--- config.mk ---
export PLATFORM = sky130hd
export DESIGN_NAME = pe_ctrl_multipass
export DESIGN_NICKNAME = d
export VERILOG_FILES = /design/src/rtl/pe_ctrl_multipass.sv
export SDC_FILE = /design/constraint.sdc
export NUM_CORES = 1
export LEC_CHECK = 0
export CAP_MARGIN = 30
export CORE_MARGIN = 2
export CORE_UTILIZATION = 56
export CTS_CLUSTER_SIZE = 16
export DETAILED_ROUTE_END_ITERATION = 8
export GPL_TIMING_DRIVEN = 0
export PLACE_DENSITY_LB_ADDON = 0.3
export SLEW_MARGIN = 20
export SYNTH_ARGS = -nofsm -noshare
export SYNTH_HDL_FRONTEND = slang
export SYNTH_SLANG_ARGS = --single-unit
export TNS_END_PERCENT = 20
--- constraint.sdc ---
create_clock -name clock -period 7.7 [get_ports clock]
set_input_delay 2.31 -clock clock [delete_from_list [all_inputs] [get_ports clock]]
set_output_delay 2.31 -clock clock [all_outputs]
set_load 0.02 [all_outputs]
--- src/rtl/pe_ctrl_multipass.sv ---
// PE controller: LOAD -> CAL (repeated per pass) -> DRAIN sequencer for one PE.
// Optional perf counters are compiled in with PE_CTRL_PERF_EN.
module pe_ctrl_multipass #(
  parameter int CNT_W       = 8,
  parameter int PASS_W      = 4,
  parameter int DRAIN_BEATS = 4
) (
  input  logic                           clock,
  input  logic                           reset,
  input  logic [CNT_W-1:0]               cfg_mac_len,
  input  logic [PASS_W-1:0]              cfg_pass_num,
  input  logic                           top_do_load_en,
  input  logic                           top_write_fin,
  input  logic                           abort,
  input  logic                           drain_ready,
  output logic                           load_en,
  output logic                           mac_en,
  output logic                           psum_clr,
  output logic [CNT_W-1:0]               mac_idx,
  output logic [PASS_W-1:0]              pass_idx,
  output logic                           drain_valid,
  output logic [$clog2(DRAIN_BEATS):0]   drain_idx,
  output logic                           top_cal_fin,
  output logic                           busy
`ifdef PE_CTRL_PERF_EN
  ,
  output logic [31:0]                    perf_cal_cycles,
  output logic [31:0]                    perf_stall_cycles
`endif
);

  localparam int DW = $clog2(DRAIN_BEATS) + 1;

  typedef enum logic [1:0] {
    IDLE  = 2'd0,
    LOAD  = 2'd1,
    CAL   = 2'd2,
    DRAIN = 2'd3
  } state_e;

  state_e            state_q, state_d;
  logic [CNT_W-1:0]  len_q, len_d;
  logic [PASS_W-1:0] passes_q, passes_d;
  logic [CNT_W-1:0]  mac_idx_q, mac_idx_d;
  logic [PASS_W-1:0] pass_idx_q, pass_idx_d;
  logic [DW-1:0]     drain_idx_q, drain_idx_d;
  logic              fin_q, fin_d;
  logic              load_en_q, mac_en_q, psum_clr_q, drain_valid_q, busy_q;

  always_comb begin
    state_d     = state_q;
    len_d       = len_q;
    passes_d    = passes_q;
    mac_idx_d   = mac_idx_q;
    pass_idx_d  = pass_idx_q;
    drain_idx_d = drain_idx_q;
    fin_d       = 1'b0;
    case (state_q)
      IDLE: begin
        if (top_do_load_en) begin
          len_d      = (cfg_mac_len == '0) ? CNT_W'(1) : cfg_mac_len;
          passes_d   = (cfg_pass_num == '0) ? PASS_W'(1) : cfg_pass_num;
          pass_idx_d = '0;
          mac_idx_d  = '0;
          state_d    = LOAD;
        end
      end
      LOAD: begin
        if (top_write_fin) begin
          mac_idx_d = '0;
          state_d   = CAL;
        end
      end
      CAL: begin
        if (mac_idx_q == len_q - CNT_W'(1)) begin
          mac_idx_d = '0;
          if (pass_idx_q < passes_q - PASS_W'(1)) begin
            pass_idx_d = pass_idx_q + PASS_W'(1);
            state_d    = LOAD;
          end else begin
            drain_idx_d = '0;
            state_d     = DRAIN;
          end
        end else begin
          mac_idx_d = mac_idx_q + CNT_W'(1);
        end
      end
      DRAIN: begin
        if (drain_ready) begin
          if (drain_idx_q == DW'(DRAIN_BEATS - 1)) begin
            drain_idx_d = '0;
            pass_idx_d  = '0;
            fin_d       = 1'b1;
            state_d     = IDLE;
          end else begin
            drain_idx_d = drain_idx_q + DW'(1);
          end
        end
      end
      default: state_d = IDLE;
    endcase
    // abort wins over every transition and suppresses the completion pulse
    if (abort) begin
      state_d     = IDLE;
      mac_idx_d   = '0;
      pass_idx_d  = '0;
      drain_idx_d = '0;
      fin_d       = 1'b0;
    end
  end

  always_ff @(posedge clock) begin
    if (reset) begin
      state_q       <= IDLE;
      len_q         <= '0;
      passes_q      <= '0;
      mac_idx_q     <= '0;
      pass_idx_q    <= '0;
      drain_idx_q   <= '0;
      fin_q         <= 1'b0;
      load_en_q     <= 1'b0;
      mac_en_q      <= 1'b0;
      psum_clr_q    <= 1'b0;
      drain_valid_q <= 1'b0;
      busy_q        <= 1'b0;
    end else begin
      state_q       <= state_d;
      len_q         <= len_d;
      passes_q      <= passes_d;
      mac_idx_q     <= mac_idx_d;
      pass_idx_q    <= pass_idx_d;
      drain_idx_q   <= drain_idx_d;
      fin_q         <= fin_d;
      load_en_q     <= (state_d == LOAD);
      mac_en_q      <= (state_d == CAL);
      psum_clr_q    <= (state_d == CAL) && (pass_idx_d == '0) && (mac_idx_d == '0);
      drain_valid_q <= (state_d == DRAIN);
      busy_q        <= (state_d != IDLE);
    end
  end

  assign load_en     = load_en_q;
  assign mac_en      = mac_en_q;
  assign psum_clr    = psum_clr_q;
  assign mac_idx     = mac_idx_q;
  assign pass_idx    = pass_idx_q;
  assign drain_valid = drain_valid_q;
  assign drain_idx   = drain_idx_q;
  assign top_cal_fin = fin_q;
  assign busy        = busy_q;

`ifdef PE_CTRL_PERF_EN
  // saturating counters; survive abort, cleared only by reset
  logic [31:0] perf_cal_q, perf_cal_d, perf_stall_q, perf_stall_d;

  always_comb begin
    perf_cal_d   = perf_cal_q;
    perf_stall_d = perf_stall_q;
    if (mac_en_q && !(&perf_cal_q))
      perf_cal_d = perf_cal_q + 32'd1;
    if ((state_q == DRAIN) && !drain_ready && !(&perf_stall_q))
      perf_stall_d = perf_stall_q + 32'd1;
  end

  always_ff @(posedge clock) begin
    if (reset) begin
      perf_cal_q   <= '0;
      perf_stall_q <= '0;
    end else begin
      perf_cal_q   <= perf_cal_d;
      perf_stall_q <= perf_stall_d;
    end
  end

  assign perf_cal_cycles   = perf_cal_q;
  assign perf_stall_cycles = perf_stall_q;
`endif

endmodule

# After elaboration in Yosys (flattened, before gate mapping)

Cells that the tools add are included.

Register bits after elaboration: 35
Logic and storage cells: 72
Output and inout bits: 21

Muxes and demuxes: 28
$add $sub $neg: 5
Equal/unequal tests: 11
Reduce and logical (&&, ||, !) cells: 13
Bitwise logic cells: 2
Magnitude comparators: 1

Operators by type and width:

| operator                                                           | count |
|---|---|
| 8-bit 2-to-1 mux                                                   | 5 |
| 4-bit 2-to-1 mux                                                   | 7 |
| 8-bit case mux with 3 select lines                                 | 1 |
| 8-bit zero test                                                    | 2 |
| 2-bit 2-to-1 mux                                                   | 7 |
| 3-bit 2-to-1 mux                                                   | 4 |
| 4-bit case mux with 3 select lines                                 | 1 |
| 8-bit by 1-bit adder with 8-bit output, second input constant      | 1 |
| 2-bit == test, second input constant                               | 4 |
| 8-bit == test                                                      | 1 |
| 4-bit zero test                                                    | 2 |
| 2-bit case mux with 4 select lines                                 | 1 |
| 8-bit by 1-bit subtractor with 8-bit output, second input constant | 1 |
| 2-bit inequality test, second input constant                       | 3 |
| 3-bit case mux with 2 select lines                                 | 1 |
| 4-bit by 1-bit adder with 4-bit output, second input constant      | 1 |
| 2-bit by 1-bit == test with 1-bit output, second input constant    | 2 |
| 4-bit less-than comparator                                         | 1 |
| 4-bit AND reduction                                                | 1 |
| 2-bit nonzero test                                                 | 2 |
| 4-bit OR reduction                                                 | 1 |
| 4-bit by 1-bit subtractor with 4-bit output, second input constant | 1 |
| 3-bit by 1-bit adder with 3-bit output, second input constant      | 1 |
| 3-bit by 2-bit == test with 1-bit output, second input constant    | 1 |
| 6 further kinds                                                    | 8 |

# Depth between registers and ports, before layout

Gate-level depths: netlist of run 1.

Word-level depth: 9
Gate-level depth with buffers: 12
Gate-level depth less buffers: 12

# Worst setup path after synthesis of run 1

Ideal clock, no wire load.

Path type: in2reg
Start point: input top_write_fin
End point: register psum_clr_q, in the netlist psum_clr
Data required time: 7.639 ns
Arrival: 3.492 ns
Path slack: 4.147 ns
Stages on the path: 8
Path buffers: 0
Cell sequence: inv_1 o21ai_0 o31a_1 nor2_1 nor3_1 a2bb2oi_2 nand3b_1 and4bb_1

Word-level cells in the longest chain between the ends: 6
Elaborated cells on any way between the ends: 10
Classes of those cells: eq/ne: 1; mux: 6; reduce/logical: 3

Ends and longest elaborated chain:

| element                            | line | source |
|---|---|---|
| from (decl)                        | 13   | `input logic top_write_fin,` |
| 2-bit 2-to-1 mux                   | 69   | `if (top_write_fin) begin` |
| 2-bit case mux with 4 select lines | 58   | `case (state_q)` |
| 2-bit 2-to-1 mux                   | 103  | `if (abort) begin` |
| 2-bit == test                      | 136  | `psum_clr_q <= (state_d == CAL) && (pass_idx_d == '0) && (mac_idx_d == '0);` |
| 1-bit logical AND                  | 136  |  |
| 1-bit logical AND (*)              | 136  |  |
| to (signal assigned)               | 136  |  |
| to (decl)                          | 48   | `logic load_en_q, mac_en_q, psum_clr_q, drain_valid_q, busy_q;` |

Every way passes the cells marked *; elsewhere a longest branch is shown, timed or not.
A chain may end at the register's enable or synchronous reset.

# Worst setup path after layout of run 1

Same ends and word-level chain as after synthesis.

==> results of run 1 <==
-- through the flow --
stage / instances / instance area, um^2 / hold slack [ps] / setup slack [ps]
floorplan: 277 / 2140 / 448 / 4150
global placement: 361 / 2560 / 458 / 3450
detailed placement: 361 / 2560 / 464 / 3420
CTS: 369 / 2660 / 474 / 3700
global route: 369 / 2660 / 499 / 3530
finish: 369 / 2660 / 474 / 3680
-- cell families (layout without fill, tap and decap cells) --
logic type / Yosys count / in the layout
flip-flops: 35 / 35
adder cells (fa/ha/maj): 8 / 8
AND/OR/NAND/NOR: 125 / 125
buffers and inverters: 27 / 71
AO/OA/AOI/OAI: 68 / 68
XOR/XNOR: 12 / 12
multiplexers: 2 / 2
-- sequential cells by signal, indices dropped and copies added, names as in the netlist, 2 cells and up --
register   cells
drain_idx      3
len_q          8
mac_idx        8
pass_idx       4
passes_q       4
state_q        2
-- worst min-delay path, cell delays in order, from the launching register on --
cell and delay, ps:
dfxtp_1 320, nand2_1 60, a21oi_1 50
-- cell usage in the layout, fill, tap and decap left out, drive strengths merged, types with 3 or more instances in the layout --
cell type      instances
nand2                 37
nand2b                 8
ha                     8
nor3                  12
a22oi                  3
or4                    3
or3b                   3
and2                   3
and3                   3
xnor2                 10
nand3b                 4
nor2b                  3
clkbuf                23
a211oi                 6
nor2                  32
nand3                  6
inv                   12
o21ai                 15
dfxtp                 35
nor4                   4
clkdlybuf4s50         36
a21oi                 23
-- power groups by stage --
stage	combinational (uW)	sequential, uW	clock, uW
after floorplan	43.5	196	0
after global placement	62.5	196	0
after detailed placement	64.3	196	0
after CTS	64.7	192	148
after global routing	72.3	192	155
final	64.9	192	148
-- Yosys cell counts, types with 2 or more instances --
library cell  count
a211oi_1          5
a21oi_1          23
a22oi_1           3
a41oi_1           2
and2_1            3
and3_1            3
clkbuf_1         15
dfxtp_1          35
ha_1              8
inv_1            12
mux2i_1           2
nand2_1          37
nand2b_1          7
nand3_1           6
nand3b_1          4
nand4_1           2
nor2_1           32
nor2b_1           3
nor3_1           12
nor4_1            3
o21a_1            2
o21ai_0          14
o22ai_1           2
o31a_1            2
or2_2             2
or3b_2            3
or4_1             2
xnor2_1          10
xor2_1            2
-- layout make-up --
class	instances	area, um^2
sequential	35	701
timing repair buffer	36	360
multi-input combinational	215	1340
buffer	15	56.3
inverter	12	45.0
clock buffer	8	100
fill	305	1000
tap	48	60.1
-- worst paths after layout --
| path | slack, ps | depth (start not counted) | start | end |
|---|---|---|---|---|
| worst min register to register | 470 | 2 | passes_q[3]$_SDFFE_PP0P_ | passes_q[3]$_SDFFE_PP0P_ |
| worst max register to register | 4630 | 10 | len_q[0]$_SDFFE_PP0P_ | psum_clr$_SDFF_PP0_ |
| worst max-delay path | 3680 | 9 | top_write_fin | psum_clr$_SDFF_PP0_ |
| worst min-delay path | 470 | 2 | passes_q[3]$_SDFFE_PP0P_ | passes_q[3]$_SDFFE_PP0P_ |
-- metal layers --
layer  vias to the layer above  part of all wire [%]
met3                         9                   4.4
met5                         -                     0
li1                       1070                     -
met2                        50                    47
met4                         0                   1.7
met1                       995                    47
==> results.cfg, run 1 <==
[global_routing]
met2_usage_pct = 43.4
grt-ovfl-total = 0
grt.total_usage_pct = 25.8
gr-usage-met1_pct = 32.4
antenna_found_initial = 0
grt_max_degree = 11
grt_pass1_vias = 2033
grt_pass1_wl_um = 8820
gr-max-usage-layer = met2
met3_usage_pct = 5.28

[power]
ir_drop_mv = 0.144
netSwitchingFraction_pct = 26.6
power_uw = 405
intPower_uw = 297
power.density_mw_per_mm2 = 152
p_seq_share_pct = 47.4
clockPowerShare_pct = 36.6
p_sw_uw = 107
leakage_uw = 0.000956
p_comb_share_pct = 16.1

[job]
drv_cap = 0

[synth]
synth_area_mm2 = 0.00214
syn_nets = 303
synth_compound_area_share_pct = 22.5
yosysSeqAreaShare_pct = 32.7
synth_adder_area_share_pct = 4.68
netlist.area_leader.share_pct = 32.7
netlist_instances = 277
yosys-top-cells-area = dfxtp_1 (33%), nand2_1 (6.5%), nor2_1 (5.6%)
ys_ff_latch = 35
async_flop_share_pct = 0
synth_ff_type = dfxtp_1
synth-simple-area-share_pct = 29.5
yosysTopAreaCell = dfxtp_1
yosysUniqueCellTypes = 50
synthMuxAreaShare_pct = 0.936
postSynthAreaPerCell_um2 = 7.72
yosysWarnings = 0
synth_top_family_by_area = simple AND/OR/NAND/NOR gates
synth_edf_count = 0
synth_xor_area_share_pct = 4.91

[sta]
setup_viol = 0
rsz0062_at_grt = no
tightest_slew_ps = 647
finalClockSkew_ps = 4.03
timing.fmax_ghz = 0.249
period_needed_ps = 4020
hold_viol = 0
slew-limit-headroom_pct = 56.7
final.setup.tns_ps = 0
fin_crit_sh_pct = 52.2
slew_viol_final = 0

[run_status]
status = completed

[setup_path]
critPathRequiredTime_ps = 7930
crit_path_end_kind = flop
cp_top_family = simple AND/OR/NAND/NOR gates
critical_path.max_stage_delay_ps = 490
crit_buf_inv = 2
worstPathCellList = clkdlybuf4s50_1, inv_1, o21ai_0, o31a_1, nor2_1, nor3_1, a2bb2oi_2, nand3b_1, and4bb_1
path_max_fanout = 7
cp_data_arrival_time_ps = 4250
crit_type = in -> reg
startpoint_type = input pin
cp_slowest_cell = clkdlybuf4s50_1

[floorplanning]
dieArea_mm2 = 0.00433
die_h_um = 65.8
start_util_pct = 58.4
rows = 22
io_pins = 39
die_x_um = 65.8
fp.coreArea_mm2 = 0.00366

[detailed_routing]
drc = 0
wire_per_inst_um = 13.8
drtAntennaViolNets = 0
first_iter_violations = 157
vias = 2124
via_per_inst = 5.76
drt-pass1-iter-count = 5
routed_wl_um = 5100

[clocking]
clock-sinks = 35
insertion_delay_ps = 290
cts_hold_buf = 0
htreeDepth = 2
cts_buffer_depth = 2
cts_tree = yes
clkTransAtPathRegs_ps = 70
post-cts-setup-buffers = 0
cts_made_buffers = 5
cts_root_buf = clkbuf_8
post_cts_resized = 0

[layout]
antenna_cells = 0
final_util_pct = 72.7
final_nets = 346
drive_above_1_share_pct = 6.54
area_delta_synth_final_pct = 24.3

[min_path]
holdCritPathClass = reg -> reg

[placement]
place_congestion = 0.859
io_buffers = 36
dp_hpwl_um = 3880
No activity file was read; power rests on OpenSTA's default activity.
==> run 2: changes to the inputs <==
Settings changed: CORE_UTILIZATION 56 to 47.
Clock period 7.7 ns to 3.25 ns, I/O delays scaled along.
==> results.cfg, run 2 (synthesis gave the netlist of run 1 again) <==
[run_status]
status = completed

[floorplanning]
start_util_pct = 48.8
fp.coreArea_mm2 = 0.00438
dieArea_mm2 = 0.00511
io_pins = 39
rows = 24
die_h_um = 71.5
die_x_um = 71.5

[power]
power.density_mw_per_mm2 = 377
power_uw = 1010
leakage_uw = 0.000966
ir_drop_mv = 0.236

[clocking]
post_cts_resized = 0
cts_made_buffers = 5
insertion_delay_ps = 290
clkTransAtPathRegs_ps = 80
post-cts-setup-buffers = 0
cts_tree = yes
cts_buffer_depth = 2
clock-sinks = 35
htreeDepth = 2
cts_root_buf = clkbuf_8
cts_hold_buf = 0

[placement]
place_congestion = 0.840
dp_hpwl_um = 3900
io_buffers = 36

[sta]
finalClockSkew_ps = 10.8
fin_crit_sh_pct = 93.2
period_needed_ps = 3030
slew-limit-headroom_pct = 54.7
rsz0062_at_grt = no
hold_viol = 0
timing.fmax_ghz = 0.330
slew_viol_final = 0
holdWs_ps = 477
final.setup.tns_ps = 0
tightest_slew_ps = 676
setup_viol = 0

[setup_path]
worstPathCellList = inv_1, ha_1, or3b_2, a211oi_1, nand4b_1, a211oi_2, nand4_1, a21o_1, a21oi_1, and4bb_1
path_max_fanout = 5
crit_path_end = psum_clr$_SDFF_PP0_
cp_data_arrival_time_ps = 3260
startpoint_type = flop
crit_path_start = len_q[0]$_SDFFE_PP0P_
crit_buf_inv = 1
crit_path_end_kind = flop
r2r_cells = 10
r2r_slack_ps = 220
r2r_end = psum_clr$_SDFF_PP0_
critical_path.max_stage_delay_ps = 480
crit_type = reg -> reg
timing.rr.start = len_q[0]$_SDFFE_PP0P_
critPathRequiredTime_ps = 3490
cp_top_family = compound AO/OA/AOI/OAI gates
cp_slowest_cell = or3b_2
cp_num_cells = 10

[global_routing]
grt.total_usage_pct = 22.0
antenna_found_initial = 0
grt-ovfl-total = 0
grt_pass1_vias = 1972
grt_max_degree = 12
grt_pass1_wl_um = 8980

[detailed_routing]
drt-pass1-iter-count = 4
drtAntennaViolNets = 0
via_per_inst = 5.67
vias = 2114
wire_per_inst_um = 14.1
drc = 0
routed_wl_um = 5280
first_iter_violations = 146

[layout]
antenna_cells = 0
mostFrequentLayoutCells = nand2_1 (37), clkdlybuf4s50_1 (36), dfxtp_1 (35)
final_util_pct = 61.2
final_nets = 346
final_common_cell = nand2_1
area_delta_synth_final_pct = 25.4
drive_above_1_share_pct = 6.85

[min_path]
holdCritPathClass = reg -> reg

[job]
drv_cap = 0
==> run 2: cell count changes in the layout (fill, tap and decap cells not counted), sizes merged <==
cell | before | now
clkinv | 0 | 1
clkbuf | 23 | 21
bufinv | 0 | 1
==> run 2: per-stage QoR <==
| step | setup slack, ps | cells | instance area, um^2 |
|---|---|---|---|
| global placement | 345 | 365 | 2560 |
| detailed placement | 309 | 365 | 2560 |
| global route | 20.0 | 373 | 2680 |
| floorplan | 659 | 277 | 2140 |
| finish | 221 | 373 | 2680 |
| CTS | 266 | 373 | 2680 |
==> run 2: metal layers <==
layer | part of all wire (%) | global-route usage, % | vias up
met5 | 0 | 0 | -
met4 | 1.1 | 5.87 | 0
met3 | 4.6 | 3.80 | 7
met2 | 47 | 36.5 | 55
met1 | 47 | 29.6 | 985
li1 | - | - | 1067
==> run 2: worst min-delay path by stage <==
stage                        startpoint                       end  slack (ps)  cells after the start
4_1_cts        passes_q[1]$_SDFFE_PP0P_  passes_q[1]$_SDFFE_PP0P_         480                      2
2_1_floorplan     len_q[7]$_SDFFE_PP0P_     len_q[7]$_SDFFE_PP0P_         450                      2
3_3_place_gp   passes_q[3]$_SDFFE_PP0P_  passes_q[3]$_SDFFE_PP0P_         460                      2
6_report       passes_q[1]$_SDFFE_PP0P_  passes_q[1]$_SDFFE_PP0P_         480                      2
3_5_place_dp   passes_q[1]$_SDFFE_PP0P_  passes_q[1]$_SDFFE_PP0P_         470                      2
5_1_grt        passes_q[3]$_SDFFE_PP0P_  passes_q[3]$_SDFFE_PP0P_         520                      2
==> run 2: cell type report <==
class                      instances  area [um^2]
fill                             406         1700
multi-input combinational        215         1340
sequential                        35          701
timing repair buffer              36          360
clock buffer                       6         82.6
tap                               52         65.1
buffer                            15         56.3
inverter                          12         45.0
clock inverter                     2         35.0
==> run 2: power by group <==
part	switching [uW]	internal, uW	total (uW)
registers	13.0	442	455
logic	84.0	68.7	153
clock network	157	248	405
total	254	758	1010
==> run 2: worst register-to-register path, stage by stage (launching register included) <==
cell      delay [ps]
dfxtp_1          360
inv_1            110
ha_1             190
or3b_2           480
a211oi_1         340
nand4b_1         220
a211oi_2         370
nand4_1          180
a21o_1           210
a21oi_1          260
and4bb_1         240
